File: config.mk
export PLATFORM = sky130hd
export DESIGN_NAME = demux4_buffer_flat
export DESIGN_NICKNAME = d
export VERILOG_FILES = /design/src/rtl/demux4_buffer_if.sv /design/src/rtl/demux4_buffer.sv /design/src/flat_wrapper.sv
export SDC_FILE = /design/constraint.sdc
export NUM_CORES = 1
export LEC_CHECK = 0
export ABC_AREA = 1
export BUFFER_PORTS_ARGS = -buffer_cell sky130_fd_sc_hd__buf_4
export CORE_ASPECT_RATIO = 2
export CORE_UTILIZATION = 35
export DETAILED_ROUTE_END_ITERATION = 8
export SYNTH_ARGS = -nofsm -noshare
export SYNTH_HDL_FRONTEND = slang
export SYNTH_SLANG_ARGS = --single-unit
File: constraint.sdc
create_clock -name clk -period 1.95 [get_ports clk]
set_input_delay 0.0975 -clock clk [delete_from_list [all_inputs] [get_ports clk]]
set_output_delay 0.0975 -clock clk [all_outputs]
set_load 0.05 [all_outputs]
File: src/rtl/demux4_buffer_if.sv
// demux4_buffer_if: handshake bundle for the 1-to-4 registered demultiplexer.
//   in_data/in_select/in_valid -> producer word, destination code and qualifier
//   in_ready                   <- block accepts the offered word this cycle
//   output0..output3           <- per-destination holding registers
//   out_valid[3:0]             <- bit i: output i holds an undelivered word
//   out_ready[3:0]             -> bit i: consumer i takes output i this cycle
//   busy                       <- any destination holds an undelivered word
// slave is the demultiplexer side; master is the producer/consumer side.
interface demux4_buffer_if #(
  parameter int DATA_W = 32
);
  logic [DATA_W-1:0] in_data;
  logic [1:0]        in_select;
  logic              in_valid;
  logic              in_ready;
  logic [DATA_W-1:0] output0;
  logic [DATA_W-1:0] output1;
  logic [DATA_W-1:0] output2;
  logic [DATA_W-1:0] output3;
  logic [3:0]        out_valid;
  logic [3:0]        out_ready;
  logic              busy;

  modport slave (
    input  in_data, in_select, in_valid, out_ready,
    output in_ready, output0, output1, output2, output3, out_valid, busy
  );

  modport master (
    output in_data, in_select, in_valid, out_ready,
    input  in_ready, output0, output1, output2, output3, out_valid, busy
  );
endinterface

File: src/rtl/demux4_buffer.sv
// demux4_buffer: one-to-four registered demultiplexer with valid/ready on
// every port. One word per cycle is steered by in_select into one of four
// single-word holding registers; each register is released independently by
// its own consumer, so backpressure on one destination only stalls writes
// aimed at that destination.
// Ports:
//   clk  - rising-edge clock
//   rst  - synchronous active-high reset; empties all ports, clears registers
//   bus  - demux4_buffer_if.slave (producer side in_*, consumer side out*)
module demux4_buffer #(
  parameter int DATA_W = 32
) (
  input  logic            clk,
  input  logic            rst,
  demux4_buffer_if.slave  bus
);

  typedef enum logic {
    EMPTY = 1'b0,
    FULL  = 1'b1
  } state_t;

  state_t            state_p0 [4];
  state_t            state_nx [4];
  logic [DATA_W-1:0] data_p0  [4];
  logic [3:0]        vld_p0;
  logic [3:0]        load;
  logic              accept;

  always_comb begin
    vld_p0 = '0;
    for (int i = 0; i < 4; i++) begin
      vld_p0[i] = (state_p0[i] == FULL);
    end
  end

  // A full port can still take a word if its consumer empties it this cycle.
  assign bus.in_ready = ~vld_p0[bus.in_select] | bus.out_ready[bus.in_select];
  assign accept       = bus.in_valid & bus.in_ready;

  always_comb begin
    load     = '0;
    state_nx = state_p0;
    for (int i = 0; i < 4; i++) begin
      load[i] = accept && (bus.in_select == 2'(i));
      // Load wins over drain: old word leaves, new word lands, port stays full.
      if (load[i]) begin
        state_nx[i] = FULL;
      end else if (vld_p0[i] && bus.out_ready[i]) begin
        state_nx[i] = EMPTY;
      end
    end
  end

  // Stage p0: per-port state and holding registers
  always_ff @(posedge clk) begin
    if (rst) begin
      for (int i = 0; i < 4; i++) begin
        state_p0[i] <= EMPTY;
        data_p0[i]  <= '0;
      end
    end else begin
      for (int i = 0; i < 4; i++) begin
        state_p0[i] <= state_nx[i];
        if (load[i]) begin
          data_p0[i] <= bus.in_data;
        end
      end
    end
  end

  assign bus.output0   = data_p0[0];
  assign bus.output1   = data_p0[1];
  assign bus.output2   = data_p0[2];
  assign bus.output3   = data_p0[3];
  assign bus.out_valid = vld_p0;
  assign bus.busy      = |vld_p0;

endmodule

File: src/flat_wrapper.sv
// flat-port wrapper written by rule: the top's interface ports become plain ports
module demux4_buffer_flat 
#(
  parameter int DATA_W = 32
)
  (clk, rst, bus_in_data, bus_in_select, bus_in_valid, bus_out_ready, bus_in_ready, bus_output0, bus_output1, bus_output2, bus_output3, bus_out_valid, bus_busy);
  demux4_buffer_if #(.DATA_W(DATA_W)) bus_i ();
  input  logic clk;
  input  logic rst;
  input wire logic [$bits(bus_i.in_data)-1:0] bus_in_data;
  input wire logic [$bits(bus_i.in_select)-1:0] bus_in_select;
  input wire logic [$bits(bus_i.in_valid)-1:0] bus_in_valid;
  input wire logic [$bits(bus_i.out_ready)-1:0] bus_out_ready;
  output wire logic [$bits(bus_i.in_ready)-1:0] bus_in_ready;
  output wire logic [$bits(bus_i.output0)-1:0] bus_output0;
  output wire logic [$bits(bus_i.output1)-1:0] bus_output1;
  output wire logic [$bits(bus_i.output2)-1:0] bus_output2;
  output wire logic [$bits(bus_i.output3)-1:0] bus_output3;
  output wire logic [$bits(bus_i.out_valid)-1:0] bus_out_valid;
  output wire logic [$bits(bus_i.busy)-1:0] bus_busy;
  assign bus_i.in_data = bus_in_data;
  assign bus_i.in_select = bus_in_select;
  assign bus_i.in_valid = bus_in_valid;
  assign bus_i.out_ready = bus_out_ready;
  assign bus_in_ready = bus_i.in_ready;
  assign bus_output0 = bus_i.output0;
  assign bus_output1 = bus_i.output1;
  assign bus_output2 = bus_i.output2;
  assign bus_output3 = bus_i.output3;
  assign bus_out_valid = bus_i.out_valid;
  assign bus_busy = bus_i.busy;
  demux4_buffer #(.DATA_W(DATA_W)) u_core (.clk(clk), .rst(rst), .bus(bus_i));
endmodule
==> impl_results.rst, run 1 <==
.. list-table::
   :header-rows: 1

   * - Metric
     - Value
   * - Place WS
     - between 0.2 and 0.25 ns
   * - Final global-route overflow total
     - 0
   * - Number of setup violations in the final report
     - 0
   * - Pin count of the biggest net entering global routing
     - 34
   * - TritonCTS Buffers
     - 17
   * - Critical path launch point type
     - flop
   * - Psw
     - ~2000 uW
   * - Post-Syn Instances
     - about 350
   * - IR Drop Worst-Case VDD
     - between 0.0006 and 0.0007 V
   * - Result of the run
     - finished clean
   * - Cell area after layout
     - between 7000 and 8000 um^2
   * - Number of vias per cell after detailed routing
     - around 4.5
   * - Placed instance area
     - ~6400 um^2
   * - Number of gates resized after cts
     - 0
   * - Final worst-path setup slack
     - around 0.22 ns
   * - Post-CTS Repair Setup Buffers
     - 0
   * - Per-instance average area after synthesis
     - between 10 and 15 um^2
   * - Post-route ant nets
     - 0
   * - Root Driver
     - clkbuf_16
   * - Detailed router's first-iteration violation count
     - between 150 and 200
   * - Number of rows created at floorplan
     - 61
   * - Clk_skew
     - ~0.009 ns
   * - Slew at the pin closest to its max-slew limit
     - a little over 0.6 ns
   * - Series of cell instances along the critical path
     - nand2_1 -> nand2_1 -> nand2_1 -> nand2_1 -> nand2_4 -> nand4_4 -> nor2_1
   * - Yosys synthesis warning count
     - 0
   * - Cell Area, Synth
     - between 4000 and 5000 um^2
   * - DR vias
     - between 3000 and 4000
   * - Highest clock rate
     - 0.577 GHz
   * - Skew-Pair Late Insertion Delay
     - 0.41 ns
   * - HPWL Detailed
     - 9200 um
   * - Net count after synthesis
     - 394
   * - Chip Width
     - around 86 um
   * - Relative contribution of sequential cells to total power
     - between 40% and 50%
   * - Most common cell after layout, fill and taps aside
     - buf_4
   * - Post-detailed-route wirelength per cell
     - about 18 um
   * - WL final
     - between 10000 and 15000 um
   * - CTS tree
     - done
   * - Class of the worst hold path
     - in2reg
   * - Wire length of the first global-routing pass
     - between 15000 and 20000 um
   * - Num ports
     - between 150 and 200
   * - Overall die height
     - between 150 and 200 um
   * - Power density normalized to cell area
     - 1110 nW/um^2
   * - Share of the clock period used by the worst path
     - approximately 89%
   * - Gr usage total
     - between 10% and 20%
   * - Flip-flop and latch count after synthesis
     - around 130
   * - Crit-path max FO
     - 33
   * - Required @ worst endpoint
     - approximately 2.2 ns
   * - Final Wtd Congestion
     - 0.784
   * - Slowest Stage Delay on Critical Path
     - 0.46 ns
   * - Number of design rule violations left after detail routing
     - 0
   * - Cell leakage power
     - 0.00324 uW
   * - Number of max-cap violations
     - 0
   * - Clock network fraction of total power
     - between 40% and 50%
   * - Library cells used by synthesis
     - 16
   * - CP arrival
     - just under 2 ns
   * - Vias in the first global route
     - 3393
   * - Internal power
     - a little under 6000 uW
   * - Setup repair after global routing missed its margin
     - false
   * - Maximum clock path buffer count
     - 2
   * - Clock transition at the registers of the reported paths
     - about 0.06 ns
   * - Total iterations of the first detailed-routing run
     - 4
   * - Sw frac
     - 25.2%
   * - Buffers and inverters on the worst path
     - 0
   * - Number of hold-slack violations in the final timing report
     - 0
   * - Crit path time final
     - 1.73 ns
   * - Slew headroom
     - slightly below 60%
   * - Core Footprint
     - between 10000 and 15000 um^2
   * - Fraction of final layout cells sized beyond drive strength 1
     - 40.4%
   * - Area growth syn-to-layout
     - 43.1%
   * - Sequential element share of the synthesized area
     - approximately 80%
   * - CP endpoint kind
     - flop
   * - Number of I/O port buffers
     - about 170
   * - Critical path class
     - reg2reg
   * - Crit-path slowest cell
     - nand4_4
   * - Final Core Density
     - 51.2%
   * - Number of nets in the layout
     - slightly below 600
   * - Number of H-tree levels
     - 4
   * - Post-cts hold buffer count
     - 4
   * - Initial Util
     - roughly 36%
   * - TNS Setup
     - 0 ns
   * - Die Area
     - approximately 15000 um^2
   * - Leading cell types in the layout, fill and taps excluded
     - 175 x buf_4, 128 x nor2_1, 128 x edfxtp_1, 34 x inv_1
   * - Antenna violations before repair
     - 0
   * - Top Family by Delay on Critical Path
     - simple AND/OR/NAND/NOR gates
   * - Min Hold Slack
     - 0.0293 ns
   * - CTS Sinks
     - between 100 and 150
   * - Most frequent cell on the critical path
     - nand2_1
   * - Number of diodes added for antenna fixing
     - 0
   * - Slew Limit Fails
     - 0
   * - Part of the total power dissipated in combinational logic
     - roughly an eighth
   * - Fillcell total
     - between 1000 and 1500
==> per-stage QoR <==
stage / total power (uW) / cells
after floorplan: 4000 / 353
after global placement: 4340 / 702
after detailed placement: 4350 / 702
after CTS: 7990 / 738
after global routing: 8140 / 738
final: 7920 / 738
==> kinds of logic (layout without fill, tap and decap cells) <==
| kind of cell | after synthesis | after routing | synth area share, % |
|---|---|---|---|
| buffers and inverters | 51 | 247 | 5.84 |
| flip-flops | 132 | 132 | 78.9 |
| AND/OR/NAND/NOR | 170 | 170 | 15.2 |
==> power groups by stage <==
stage	combinational (uW)	clock, uW	sequential [uW]
floorplan	188	0	3810
global placement	976	0	3360
global route	1020	3800	3310
finish	982	3630	3300
detailed placement	987	0	3360
CTS	995	3690	3310
==> sequential cells by signal (all words and copies together) (netlist names) <==
name / cells
u_core.data_p0: 128
u_core.bus.out_valid: 4
==> cell type report <==
class	count	area [um^2]	area share [%]
Timing Repair Buffer	179	1350	19.0
Sequential cell	132	3930	55.2
Clock buffer	18	429	6.03
Clock inverter	14	249	3.50
Tap cell	189	236	3.32
Inverter	36	135	1.90
Multi-Input combinational cell	170	788	11.1
==> synth_stat cells <==
| cell type | n | area [um^2] |
|---|---|---|
| buf_2 | 1 | 5.00 |
| buf_4 | 2 | 15.0 |
| buf_6 | 12 | 135 |
| dfxtp_1 | 4 | 80.1 |
| edfxtp_1 | 128 | 3840 |
| inv_1 | 34 | 128 |
| inv_2 | 2 | 7.51 |
| nand2_1 | 21 | 78.8 |
| nand2_4 | 1 | 11.3 |
| nand3_1 | 7 | 35.0 |
| nand3b_1 | 4 | 30.0 |
| nand4_4 | 4 | 85.1 |
| nor2_1 | 128 | 480 |
| nor2_2 | 3 | 18.8 |
| nor2_4 | 1 | 11.3 |
| or4_1 | 1 | 7.51 |
==> layer usage <==
layer / vias to the layer above / GRT usage, % / share of wire [%]
met1: 1616 / 16.9 / 31
li1: 1548 / - / -
met2: 127 / 37.0 / 61
met3: 24 / 4.49 / 4.7
met5: - / 0 / 0
met4: 0 / 9.06 / 2.8
==> worst min-delay path, stage by stage <==
cell and delay (ns):
buf_4 0.07, inv_1 0.07, nor2_1 0.10
==> worst paths after layout <==
kind                                   startpoint                              endpoint  slack [ns]  depth (start not counted)
max          u_core.bus.out_valid[0]$_SDFFE_PP0P_   u_core.data_p0[2][12]$_SDFFCE_PN0P_        0.22                          7
min                               bus_in_data[28]   u_core.data_p0[1][28]$_SDFFCE_PN0P_        0.03                          3
max reg2reg  u_core.bus.out_valid[0]$_SDFFE_PP0P_   u_core.data_p0[2][12]$_SDFFCE_PN0P_        0.22                          7
min reg2reg  u_core.bus.out_valid[2]$_SDFFE_PP0P_  u_core.bus.out_valid[2]$_SDFFE_PP0P_        0.53                          2
(Power assumes the default switching activity.)
==> run 2, diff against run 1 <==
--- a/config.mk
+++ b/config.mk
@@ -8,8 +8,9 @@
 export ABC_AREA = 1
 export BUFFER_PORTS_ARGS = -buffer_cell sky130_fd_sc_hd__buf_4
 export CORE_ASPECT_RATIO = 2
-export CORE_UTILIZATION = 35
+export CORE_UTILIZATION = 45
 export DETAILED_ROUTE_END_ITERATION = 8
+export PLACE_DENSITY = 0.76
 export SYNTH_ARGS = -nofsm -noshare
 export SYNTH_HDL_FRONTEND = slang
 export SYNTH_SLANG_ARGS = --single-unit
==> impl_results.rst, run 2 (synthesis gave the netlist of run 1 again) <==
.. list-table::
   :header-rows: 1

   * - Metric
     - Value
   * - Footprint of the multi-input gates
     - approximately 790 um^2
   * - Number of gates resized after cts
     - 0
   * - Placed instance area
     - 6340 um^2
   * - R2r endpoint
     - u_core.data_p0[2][28]$_SDFFCE_PN0P_
   * - Number of hold-slack violations in the final timing report
     - 0
   * - Non-filler instance count after layout
     - slightly below 700
   * - Routed wire length on met3
     - between 600 and 700 um
   * - Series of cell instances along the critical path
     - nand2_1 -> nand2_1 -> nand2_1 -> nand2_1 -> nand2_4 -> nand4_4 -> nor2_1
   * - Min-Delay Path Depth
     - 3
   * - Detailed router's first-iteration violation count
     - 231
   * - CP endpoint kind
     - flop
   * - Initial Util
     - 46.0%
   * - IR Drop Worst-Case VDD
     - around 0.00087 V
   * - Slew headroom
     - about three fifths
   * - WL met2
     - 7200 um
   * - DR vias
     - ~3300
   * - Root Driver
     - clkbuf_16
   * - Most common cell after layout, fill and taps aside
     - buf_4
   * - Vias in the first global route
     - roughly 3300
   * - Post-cts hold buffer count
     - 4
   * - TritonCTS Buffers
     - 17
   * - TNS Setup
     - 0 ns
   * - Slowest Stage Delay on Critical Path
     - 0.46 ns
   * - CTS Sinks
     - approximately 130
   * - Total iterations of the first detailed-routing run
     - 6
   * - Share of the clock period used by the worst path
     - 89.6%
   * - Slew Limit Fails
     - 0
   * - Post-route ant nets
     - 0
   * - Maximum clock path buffer count
     - 2
   * - Num ports
     - around 180
   * - Max FFs per register
     - roughly 130
   * - Destination of the worst hold path
     - u_core.data_p0[1][24]$_SDFFCE_PN0P_
   * - Highest clock rate
     - approximately 0.57 GHz
   * - Number of setup violations in the final report
     - 0
   * - Number of H-tree levels
     - 4
   * - Number of max-cap violations
     - 0
   * - Core Footprint
     - 10800 um^2
   * - WL final
     - 12300 um
   * - Gr usage total
     - a little over a fifth
   * - CTS tree
     - done
   * - Final Wtd Congestion
     - 0.799
   * - Clock transition at the registers of the reported paths
     - about 0.06 ns
   * - Hold Crit Start
     - bus_in_data[24]
   * - Reg with most FFs
     - u_core.data_p0
   * - Min Hold Slack
     - 0.0279 ns
   * - Top Family by Delay on Critical Path
     - simple AND/OR/NAND/NOR gates
   * - Storage element area
     - 3930 um^2
   * - Result of the run
     - complete, but fails checks
   * - Buffers and inverters on the worst path
     - 0
   * - Post-CTS Repair Setup Buffers
     - 0
   * - Worst reg2reg startpoint
     - u_core.bus.out_valid[2]$_SDFFE_PP0P_
   * - Number of rows created at floorplan
     - 54
   * - Wire length of the first global-routing pass
     - approximately 18000 um
   * - Post-detailed-route wirelength per cell
     - between 15 and 20 um
   * - Slew at the pin closest to its max-slew limit
     - between 0.5 and 0.6 ns
   * - Clk_skew
     - about 0.0076 ns
   * - Most frequent cell on the critical path
     - nand2_1
   * - Number of I/O port buffers
     - between 150 and 200
   * - Crit-path slowest cell
     - nand4_4
   * - Antenna violations before repair
     - 0
   * - Fillcell total
     - 841
   * - Crit-path max FO
     - 33
   * - Cell area after layout
     - around 7000 um^2
   * - Die Area
     - 11500 um^2
   * - Skew-Pair Late Insertion Delay
     - about 0.4 ns
   * - Number of design rule violations left after detail routing
     - 1
   * - Setup slack of the most critical reg-to-reg path
     - 0.20 ns
   * - Required @ worst endpoint
     - roughly 2.2 ns
   * - Class of the worst hold path
     - in2reg
   * - Final global-route overflow total
     - 0
   * - Violated checks
     - design-rule violations
   * - Top routing layer used
     - met4
   * - Register-to-Register Path Depth
     - 7
   * - Overall die height
     - 151 um
   * - Setup repair after global routing missed its margin
     - false
   * - Number of diodes added for antenna fixing
     - 0
   * - Critical path launch point type
     - flop
   * - Fraction of final layout cells sized beyond drive strength 1
     - about two fifths
   * - Chip Width
     - roughly 76 um
   * - Pin count of the biggest net entering global routing
     - 34
   * - Cell leakage power
     - between 0.003 and 0.004 uW
   * - Number of nets in the layout
     - around 580
   * - Number of vias per cell after detailed routing
     - 4.85
   * - Post-Route M1 WL
     - between 4000 and 5000 um
   * - Power density normalized to cell area
     - 1070 nW/um^2
   * - Leading cell types in the layout, fill and taps excluded
     - 176 x buf_4, 128 x nor2_1, 128 x edfxtp_1, 34 x inv_1
   * - Area growth syn-to-layout
     - 40.3%
   * - Critical path class
     - reg2reg
   * - HPWL Detailed
     - between 8000 and 9000 um
   * - Number of cells after detailed placement
     - roughly 650
   * - Crit path time final
     - 1.75 ns
   * - CP arrival
     - 1.99 ns
-- run 2: cell types whose count changed in the layout (fill, tap and decap cells not counted), sizes merged --
cell      before  now
buf          175  176
bufinv         6    3
clkbuf        18   17
clkinv         4   10
clkinvlp       1    2
inv           39   36
-- run 2: power breakdown --
group	switching [uW]	internal [uW]	leakage, uW
logic	721	253	0.00151
registers	54.4	3250	0.00141
clock network	1170	1990	0.000290
total	1950	5500	0.00321
-- run 2: cell type report --
class | count | share of cell area, %
flip-flops and latches | 132 | 56.3
multi-input cells | 170 | 11.3
clock buffers | 17 | 6.10
repair buffers | 180 | 19.5
well taps | 140 | 2.51
inverters | 36 | 1.94
clock inverters | 15 | 2.37
-- run 2: how the worst max path moves through the flow --
stage / endpoint / from / depth (start not counted)
finish: u_core.data_p0[2][28]$_SDFFCE_PN0P_ / u_core.bus.out_valid[2]$_SDFFE_PP0P_ / 7
global route: u_core.data_p0[0][8]$_SDFFCE_PN0P_ / u_core.bus.out_valid[2]$_SDFFE_PP0P_ / 7
CTS: u_core.data_p0[0][14]$_SDFFCE_PN0P_ / u_core.bus.out_valid[2]$_SDFFE_PP0P_ / 7
detailed placement: u_core.data_p0[0][17]$_SDFFCE_PN0P_ / u_core.bus.out_valid[2]$_SDFFE_PP0P_ / 7
global placement: u_core.data_p0[0][21]$_SDFFCE_PN0P_ / u_core.bus.out_valid[2]$_SDFFE_PP0P_ / 7
floorplan: u_core.data_p0[0][0]$_SDFFCE_PN0P_ / u_core.bus.out_valid[2]$_SDFFE_PP0P_ / 7
-- run 2: metrics by stage --
stage | power [uW] | util, % | setup slack [ns]
after global placement | 4320 | 58.7 | 0.341
after global routing | 7600 | 64.5 | 0.0504
after CTS | 7460 | 64.5 | 0.215
final | 7450 | 64.5 | 0.202
after floorplan | 4000 | - | 0.139
after detailed placement | 4340 | 58.7 | 0.227
-- run 2: worst register-to-register path: stages, from the launching register on --
cell and delay (ns):
dfxtp_1 0.34, nand2_1 0.09, nand2_1 0.06, nand2_1 0.06, nand2_1 0.09, nand2_4 0.17, nand4_4 0.47, nor2_1 0.30
-- run 2: layer usage --
metal,global-route usage [%],vias up
met5,0,-
met4,12.1,0
met3,5.39,30
met2,42.0,146
met1,20.9,1633
li1,-,1540
==> run 3, diff against run 2 <==
--- a/config.mk
+++ b/config.mk
@@ -11,6 +11,7 @@
 export CORE_UTILIZATION = 45
 export DETAILED_ROUTE_END_ITERATION = 8
 export PLACE_DENSITY = 0.76
+export SETUP_SLACK_MARGIN = 0.3
 export SYNTH_ARGS = -nofsm -noshare
 export SYNTH_HDL_FRONTEND = slang
 export SYNTH_SLANG_ARGS = --single-unit
==> impl_results.rst, run 3 (synthesis gave the netlist of run 1 again) <==
.. list-table::
   :header-rows: 1

   * - Metric
     - Value
   * - Result of the run
     - complete, but fails checks
   * - Violated checks
     - design-rule violations
   * - Slew headroom
     - 51.4%
   * - IR Drop Worst-Case VDD
     - roughly 0.00064 V
   * - Critical path launch point type
     - input port
   * - Overall die height
     - about 150 um
   * - HPWL Detailed
     - between 8000 and 9000 um
   * - Number of I/O port buffers
     - around 170
   * - Crit path time final
     - around 1.6 ns
   * - Crit-path slowest cell
     - dlygate4sd3_1
   * - Final global-route overflow total
     - 0
   * - Initial Util
     - between 40 and 50%
   * - Series of cell instances along the critical path
     - dlygate4sd3_1 -> buf_4 -> nand2_1 -> nand2_1 -> nor2_2 -> nand2_8 -> buf_4
   * - Number of hold-slack violations in the final timing report
     - 0
   * - Max FFs per register
     - approximately 130
   * - Gr usage total
     - 21.4%
   * - Final worst-path setup slack
     - around 0.31 ns
   * - Number of H-tree levels
     - 4
   * - TritonCTS Buffers
     - 17
   * - Clock transition at the registers of the reported paths
     - 0.05 ns
   * - Maximum clock path buffer count
     - 2
   * - DR vias
     - around 3500
   * - Detailed router's first-iteration violation count
     - ~350
   * - CP arrival
     - between 1.5 and 2 ns
   * - Number of setup violations in the final report
     - 0
   * - Vias in the first global route
     - ~3400
   * - Class of the worst hold path
     - in2reg
   * - Number of nets in the layout
     - slightly below 600
   * - Area growth syn-to-layout
     - 47.3%
   * - Slew at the pin closest to its max-slew limit
     - 0.727 ns
   * - Critical path class
     - in2out
   * - Most common cell after layout, fill and taps aside
     - buf_4
   * - CP endpoint kind
     - output port
   * - Slowest Stage Delay on Critical Path
     - approximately 0.54 ns
   * - TNS Setup
     - 0 ns
   * - Final Core Density
     - 67.8%
   * - Number of vias per cell after detailed routing
     - approximately 5
   * - Place WS
     - between 0.2 and 0.25 ns
   * - Slew Limit Fails
     - 0
   * - CTS Sinks
     - 132
   * - Share of the clock period used by the worst path
     - between 80% and 90%
   * - Setup repair after global routing missed its margin
     - true
   * - Number of max-cap violations
     - 0
   * - Total iterations of the first detailed-routing run
     - 7
   * - Skew-Pair Late Insertion Delay
     - between 0.4 and 0.5 ns
   * - Chip Width
     - roughly 76 um
   * - Cell leakage power
     - between 0.003 and 0.004 uW
   * - Highest clock rate
     - just over 0.6 GHz
   * - Post-detailed-route wirelength per cell
     - between 15 and 20 um
   * - Reg with most FFs
     - u_core.data_p0
   * - Cell area after layout
     - between 7000 and 8000 um^2
   * - Die Area
     - approximately 11000 um^2
   * - CTS tree
     - done
   * - Root Driver
     - clkbuf_16
   * - Pin count of the biggest net entering global routing
     - 34
   * - Leading cell types in the layout, fill and taps excluded
     - 176 x buf_4, 128 x nor2_1, 128 x edfxtp_1, 34 x inv_1, 17 x clkbuf_16
   * - Wire length of the first global-routing pass
     - between 15000 and 20000 um
   * - Placed instance area
     - 6350 um^2
   * - Antenna violations before repair
     - 0
   * - Core Footprint
     - ~11000 um^2
   * - Power density normalized to cell area
     - 1010 nW/um^2
   * - Post-route ant nets
     - 0
   * - Number of rows created at floorplan
     - 54
   * - Number of diodes added for antenna fixing
     - 0
   * - Crit-path max FO
     - 12
   * - Fillcell total
     - just under 800
   * - Clk_skew
     - between 0.008 and 0.009 ns
   * - Min Hold Slack
     - 0.0222 ns
   * - Required @ worst endpoint
     - 1.85 ns
   * - Num ports
     - about 180
   * - Number of design rule violations left after detail routing
     - 1
   * - WL final
     - 14000 um
   * - Fraction of final layout cells sized beyond drive strength 1
     - between 40% and 50%
   * - Setup slack of the most critical reg-to-reg path
     - approximately 0.36 ns
   * - Final Wtd Congestion
     - just under 0.8
run 3: critical path, delay by kind of cell:
family / cells / cell delay (ns)
simple gates: 4 / 0.51
buf+inv: 3 / 0.93
run 3: path summary, 6_finish.rpt:
path / cells after the start / startpoint / end
setup / recovery: 7 / bus_out_ready[0] / bus_in_ready
hold / removal: 3 / bus_in_data[26] / u_core.data_p0[1][26]$_SDFFCE_PN0P_
setup reg to reg: 8 / u_core.bus.out_valid[2]$_SDFFE_PP0P_ / u_core.data_p0[2][8]$_SDFFCE_PN0P_
hold reg to reg: 2 / u_core.bus.out_valid[1]$_SDFFE_PP0P_ / u_core.bus.out_valid[1]$_SDFFE_PP0P_
run 3: layer usage:
metal	track usage [%]	routed length, um	vias up	part of all wire, %
met5	0	0	-	0
met4	11.6	386	0	2.8
met3	5.58	874	23	6.3
met2	41.2	8180	197	59
met1	20.2	4530	1730	32
li1	-	-	1597	-
run 3: area by class of cell:
class	instances	area, um^2	area share, %
Clock buffer	20	437	5.96
Clock inverter	8	113	1.54
Inverter	36	135	1.84
Multi-Input combinational cell	179	1040	14.2
Sequential cell	132	3930	53.6
Tap cell	140	175	2.39
Timing Repair Buffer	187	1490	20.4
run 3: repair_timing:
action	CTS	global route
gates cloned	0	9
pin swaps	0	7
endpoints found under the hold margin	4	0
gates resized for setup	2	19
endpoints found under the setup margin	124	261
buffers inserted	0	8
hold buffers	4	0
run 3: power by group:
group          switching [uW]  internal (uW)
Clock                    1050           1960
Combinational             781            288
Sequential               54.7           3260
run 3: through the flow:
step | total power, uW | cells
floorplan | 4000 | 353
global placement | 4320 | 653
detailed placement | 4340 | 653
CTS | 7330 | 685
global route | 7570 | 702
finish | 7390 | 702
